===== src/rtl/id_ex.sv =====
// Pipeline register between decode and execute. It stalls on hold, inserts a NOP
// bubble on flush or invalid id, and forwards ex writebacks into captured or held operands.
module id_ex #(
   parameter logic [31:0] NOP_INST = 32'h00000013,
   parameter logic [15:0] NOP_CTRL = 16'h0000
) (
   input  logic        i_clk,
   input  logic        i_reset,
   input  logic [31:0] i_pc_addr,
   input  logic [31:0] i_inst_data,
   input  logic [4:0]  i_reg1_addr,
   input  logic [4:0]  i_reg2_addr,
   input  logic [31:0] i_reg1_data,
   input  logic [31:0] i_reg2_data,
   input  logic [4:0]  i_regd_addr,
   input  logic [31:0] i_imm_data,
   input  logic [15:0] i_ctrl,
   input  logic        i_id_valid,
   input  logic        i_hold,
   input  logic        i_flush,
   input  logic        i_wb_we,
   input  logic [4:0]  i_wb_addr,
   input  logic [31:0] i_wb_data,
   output logic [31:0] o_pc_addr,
   output logic [31:0] o_inst_data,
   output logic [31:0] o_reg1_data,
   output logic [31:0] o_reg2_data,
   output logic [4:0]  o_regd_addr,
   output logic [31:0] o_imm_data,
   output logic [15:0] o_ctrl,
   output logic        o_valid
);

   logic [31:0] pc_q, pc_d, inst_q, inst_d, reg1_q, reg1_d, reg2_q, reg2_d;
   logic [31:0] imm_q, imm_d;
   logic [4:0]  regd_q, regd_d, rs1_q, rs1_d, rs2_q, rs2_d;
   logic [15:0] ctrl_q, ctrl_d;
   logic        valid_q, valid_d;

   logic wb_live;
   assign wb_live = i_wb_we && (i_wb_addr != 5'd0);

   always_comb begin
      pc_d    = pc_q;
      inst_d  = inst_q;
      reg1_d  = reg1_q;
      reg2_d  = reg2_q;
      regd_d  = regd_q;
      imm_d   = imm_q;
      ctrl_d  = ctrl_q;
      valid_d = valid_q;
      rs1_d   = rs1_q;
      rs2_d   = rs2_q;
      if (i_flush || (!i_hold && !i_id_valid)) begin
         pc_d    = '0;
         inst_d  = NOP_INST;
         reg1_d  = '0;
         reg2_d  = '0;
         regd_d  = '0;
         imm_d   = '0;
         ctrl_d  = NOP_CTRL;
         valid_d = 1'b0;
         rs1_d   = '0;
         rs2_d   = '0;
      end else if (i_hold) begin
         // Stalled instruction still needs results retired by ex meanwhile.
         if (wb_live && (i_wb_addr == rs1_q)) reg1_d = i_wb_data;
         if (wb_live && (i_wb_addr == rs2_q)) reg2_d = i_wb_data;
      end else begin
         pc_d    = i_pc_addr;
         inst_d  = i_inst_data;
         reg1_d  = (wb_live && (i_wb_addr == i_reg1_addr)) ? i_wb_data : i_reg1_data;
         reg2_d  = (wb_live && (i_wb_addr == i_reg2_addr)) ? i_wb_data : i_reg2_data;
         regd_d  = i_regd_addr;
         imm_d   = i_imm_data;
         ctrl_d  = i_ctrl;
         valid_d = 1'b1;
         rs1_d   = i_reg1_addr;
         rs2_d   = i_reg2_addr;
      end
   end

   always_ff @(posedge i_clk or negedge i_reset) begin
      if (!i_reset) begin
         pc_q    <= '0;
         inst_q  <= NOP_INST;
         reg1_q  <= '0;
         reg2_q  <= '0;
         regd_q  <= '0;
         imm_q   <= '0;
         ctrl_q  <= NOP_CTRL;
         valid_q <= 1'b0;
         rs1_q   <= '0;
         rs2_q   <= '0;
      end else begin
         pc_q    <= pc_d;
         inst_q  <= inst_d;
         reg1_q  <= reg1_d;
         reg2_q  <= reg2_d;
         regd_q  <= regd_d;
         imm_q   <= imm_d;
         ctrl_q  <= ctrl_d;
         valid_q <= valid_d;
         rs1_q   <= rs1_d;
         rs2_q   <= rs2_d;
      end
   end

   assign o_pc_addr   = pc_q;
   assign o_inst_data = inst_q;
   assign o_reg1_data = reg1_q;
   assign o_reg2_data = reg2_q;
   assign o_regd_addr = regd_q;
   assign o_imm_data  = imm_q;
   assign o_ctrl      = ctrl_q;
   assign o_valid     = valid_q;

endmodule


===== config.mk =====
export PLATFORM = sky130hd
export DESIGN_NAME = id_ex
export DESIGN_NICKNAME = d
export VERILOG_FILES = /design/src/rtl/id_ex.sv
export SDC_FILE = /design/constraint.sdc
export NUM_CORES = 1
export LEC_CHECK = 0
export ABC_AREA = 1
export CORE_AREA = 8 8 157 159
export CTS_BUF_LIST = sky130_fd_sc_hd__clkbuf_4 sky130_fd_sc_hd__clkbuf_8
export DETAILED_ROUTE_END_ITERATION = 16
export DIE_AREA = 0 0 165 167
export GPL_TIMING_DRIVEN = 0
export PLACE_DENSITY_LB_ADDON = 0.1
export SLEW_MARGIN = 20
export SYNTH_ARGS = -nofsm -noshare
export SYNTH_HDL_FRONTEND = slang
export SYNTH_SLANG_ARGS = --single-unit

===== constraint.sdc =====
create_clock -name i_clk -period 3.4 [get_ports i_clk]
set_input_delay 0.85 -clock i_clk [delete_from_list [all_inputs] [get_ports i_clk]]
set_output_delay 0.85 -clock i_clk [all_outputs]
set_load 0.05 [all_outputs]

Yosys cells after proc, flatten, opt, wreduce, memory -nomap -nowiden:

Index checks and enable logic that the tools add are counted.

* mux-type cells: 24
* equal/unequal tests: 7
* reductions and logical operators: 10

Operator list (count)
* 32-bit two-way mux: 14
* 16-bit two-way mux: 2
* 5-bit two-way mux: 6
* 5-bit == test: 4
* 1-bit logical AND: 6
* 3-bit by 1-bit != test with 1-bit output, second input constant: 2
* 5-bit nonzero test: 1
* 1-bit zero test: 2
* 1-bit two-way mux: 2
* 2-bit by 1-bit != test with 1-bit output, second input constant: 1
* 1-bit logical OR: 1

* word-level logic and storage cells: 51
* input bits: 234
* register bits after elaboration: 192
* output and inout port bits: 182

Depth between registers and ports, before layout:

* depth in word-level cells: 6
* depth in mapped cells: 11

Least setup slack after synthesis:

No wires, ideal clock.

* path type: input-to-reg
* from: input i_wb_addr[4]
* to: register reg1_q[10], in the netlist o_reg1_data[10]
* data required time: 3282 ps
* data arrival time: 1937 ps
* path slack: 1346 ps
* stages on the path: 10
* cells stage by stage: buf_2 -> nor2_1 -> nand3_1 -> nand2_1 -> nor2_1 -> nand2_1 -> clkbuf_1 -> nand3b_1 -> nand3_1 -> nand2_1

* longest elaborated chain between the ends: 6
* elaborated cells between the ends (all ways): 10

Ends and longest elaborated chain
* start: declaration: RTL line 22 `input logic [4:0] i_wb_addr,`
* 5-bit nonzero test: RTL line 41 `assign wb_live = i_wb_we && (i_wb_addr != 5'd0);`
* 1-bit logical AND: RTL line 41
* 1-bit logical AND: RTL line 72 `reg1_d = (wb_live && (i_wb_addr == i_reg1_addr)) ? i_wb_data : i_reg1_data;`
* 32-bit two-way mux: RTL line 72
* 32-bit two-way mux: RTL line 65 `end else if (i_hold) begin`
* 32-bit two-way mux: RTL line 54 `if (i_flush || (!i_hold && !i_id_valid)) begin`
* end signal: assignment: RTL line 98 `reg1_q <= reg1_d;`
* end: declaration: RTL line 34 `logic [31:0] pc_q, pc_d, inst_q, inst_d, reg1_q, reg1_d, reg2_q, reg2_d;`

Parallel ways exist; a longest one is shown, timed or not.
A chain may end at the register's enable or synchronous reset.

Final worst setup path:

* from: input i_hold
* to: register reg2_q[22], in the netlist o_reg2_data[22]

* longest elaborated chain between the ends: 4
* elaborated cells between the ends (all ways): 6

Ends and longest elaborated chain
* start: declaration: RTL line 19 `input logic i_hold,`
* 1-bit zero test: RTL line 54
* 1-bit logical AND: RTL line 54
* 1-bit logical OR: RTL line 54
* 3-bit by 1-bit != test with 1-bit output (no source line) / 32-bit two-way mux (equally long branches)
* end signal: assignment: RTL line 99 `reg2_q <= reg2_d;`
* end: declaration: RTL line 34

Parallel ways exist; a longest one is shown, timed or not.

==> flow_summary_export.csv <==
group,metric,value,unit
sta,grt_setup_unrepaired,"false",
setup_path,crit_chain,"clkdlybuf4s50_1, nor2_1, nor2_1, inv_2, nor2_2, inv_2, a21oi_1, clkbuf_1, nand2_1, nand2_1",
sta,tightest_slew,591,ps
layout,mostFrequentLayoutCell,"clkdlybuf4s50_1",
place,dpl_cell_area,12800,um^2
layout,fin_util,59.2,%
die,coreArea,22200,um^2
yosys,yosysWarnings,0,
detailed_routing,ant_nets,0,
global_route,grt_pass1_wl,48200,um
place,gp_congestion,0.827,
layout,fin_nets,1484,
sta,final_hold_viol_count,0,
flow_run,max_cap_violations,0,
setup_path,worst-path-stages,10,
die,fp.dieH,167,um
sta,finalCritPeriodShare,79.9,%
detailed_routing,wl_per_cell,20.0,um
hold_path,hold_class,"primary input to asynchronous set/reset pin",
detailed_routing,drt_iter0_markers,444,
power_and_ir_drop,irDropWorstVdd,0.204,mV
yosys,avgSynthCellArea,10.1,um^2
die,initial_core_util,37.0,%
clocking,numCtsBuffers,17,
die,dieArea,27600,um^2
yosys,synth_cells,818,
die,die_w,165,um
yosys,yosysSeqAreaShare,58.5,%
sta,min_period,2720,ps
run_status,status,"complete, no violations",
sta,fin_skew,16.0,ps
clocking,tritoncts,"yes",
setup_path,cp-end-kind,"register",
layout,seq_area,4810,um^2
clocking,cts_resized,0,
clocking,clkLatencyLatePin,470,ps
die,pin_count,416,
layout,syn2layout_area_growth,60.0,%
power_and_ir_drop,p_total,5.37,mW
power_and_ir_drop,p_leak,6.13,nW
layout,layout.cells.most_common_list,"clkdlybuf4s50_1, nand2_1, dfrtp_1",
layout,design_area,13200,um^2
global_route,grt_pass1_vias,8281,
setup_path,crit_buf_inv,4,
setup_path,crit_required,3800,ps
layout,drive_gt1_share,6.02,%
yosys,synth.distinct_cells,20,
sta,setup_viol,0,
setup_path,reg2reg_depth,8,
clocking,hold_buffers,0,
clocking,clock-root-buffer,"clkbuf_8",
global_route,grt_max_degree,95,
global_route,grt_usage,22.7,%
detailed_routing,wl,31100,um
yosys,synth_nets,1052,
setup_path,crit_family,"buffers and inverters",
global_route,grt_antenna_before_repair,6,
setup_path,crit_fanout,10,
setup_path,max_stage_delay,630,ps
setup_path,slowest_stage,"clkdlybuf4s50_1",
sta,timing.fmax,368,MHz
clocking,h-tree-depth,4,
place,dpl.hpwl,24100,um
sta,finalSetupTns,0,ps
setup_path,critPathKind,"primary input to register",
detailed_routing,firstDrtPassIters,4,
power_and_ir_drop,p_per_area,408,nW/um^2
place,port_buffers,411,
detailed_routing,vias_per_cell,4.93,
sta,slew_viol_final,0,
detailed_routing,vias,7651,
layout,multiInputGateArea,2970,um^2
sta,relSlewSlack,60.5,%
die,row_count,55,
setup_path,critPathLaunchType,"primary input",
yosys,synth_area,8220,um^2
clocking,cts_setup_buffers,0,
detailed_routing,drc,0,
layout,num-fill-cells,1959,
clocking,clkSlewWorstSetupHoldPaths,110,ps
setup_path,worstPathArrival,3110,ps
clocking,clk_path_buf_depth,2,
clocking,clkSinkCount,192,
yosys,synth_seq_cells,192,
global_route,grt_overflow,0,
Yosys cell counts (all sizes together):
cell type / instances / area, um^2
nand2: 227 / 852
dfrtp: 189 / 4730
a22o: 118 / 1030
nand3: 67 / 335
nand3b: 64 / 480
inv: 45 / 169
buf: 33 / 161
clkbuf: 29 / 111
nor2: 16 / 65.1
xnor2: 10 / 87.6
o21ai: 6 / 30.0
a21oi: 4 / 27.5
xor2: 4 / 35.0
dfstp: 3 / 78.8
o22a: 3 / 26.3
per-stage QoR:
step           hold slack, ps  worst slack, ps  instances
2_1_floorplan             498             1350        818
3_3_place_gp              461            -6900       1514
3_5_place_dp              464              199       1516
4_1_cts                   132              656       1548
5_1_grt                   118              522       1552
6_report                  162              684       1552
per-layer routing:
metal / GRT usage [%] / up-vias / wire length, um
met2: 37.7 / 274 / 15400
met1: 26.0 / 3692 / 12100
li1: - / 3628 / -
met3: 7.84 / 53 / 2660
met4: 9.40 / 4 / 858
met5: 0 / - / 18
registers in the layout, indices dropped and copies added, names as in the netlist:
| register | count |
|---|---|
| o_ctrl | 16 |
| o_regd_addr | 5 |
| o_valid | 1 |
| o_reg1_data | 32 |
| o_inst_data | 32 |
| o_imm_data | 32 |
| rs2_q | 5 |
| o_reg2_data | 32 |
| rs1_q | 5 |
| o_pc_addr | 32 |
kinds of logic after synthesis:
family                    count (synthesis)  share of synthesized area, %
AOI/OAI and AO/OA                       131                          13.6
xor gates and xnor gates                 14                          1.49
buffers and inverters                   107                          5.37
DFF                                     192                          58.5
and+or+nand+nor                         374                          21.1
worst paths after layout:
| kind | startpoint | to | slack, ps |
|---|---|---|---|
| worst max register to register | rs2_q[4]$_DFFE_PN0P_ | o_reg2_data[21]$_DFFE_PN0P_ | 1500 |
| worst max-delay path | i_hold | o_reg2_data[22]$_DFFE_PN0P_ | 680 |
| worst min-delay path | i_reset | o_pc_addr[25]$_DFFE_PN0P_ | 160 |
| max in group asynchronous | i_reset | o_reg1_data[8]$_DFFE_PN0P_ | 2540 |
| min in group i_clk | o_reg1_data[16]$_DFFE_PN0P_ | o_reg1_data[16]$_DFFE_PN0P_ | 490 |
| worst min register to register | o_reg1_data[16]$_DFFE_PN0P_ | o_reg1_data[16]$_DFFE_PN0P_ | 490 |
cell type report:
class	instances	area share, %
multi-input cells	519	22.6
diodes	4	0.0761
clock inverters	13	1.10
clock buffers	19	1.89
flip-flops and latches	192	36.5
plain buffers	62	2.07
well taps	285	2.71
repair buffers	413	31.7
inverters	45	1.28
power breakdown:
part	switching, mW	leakage (nW)	total (mW)	internal [mW]
clock network	0.923	0.201	1.55	0.629
registers	0.0675	2.58	2.47	2.40
logic	0.784	3.35	1.35	0.564
(Power assumes the default switching activity.)
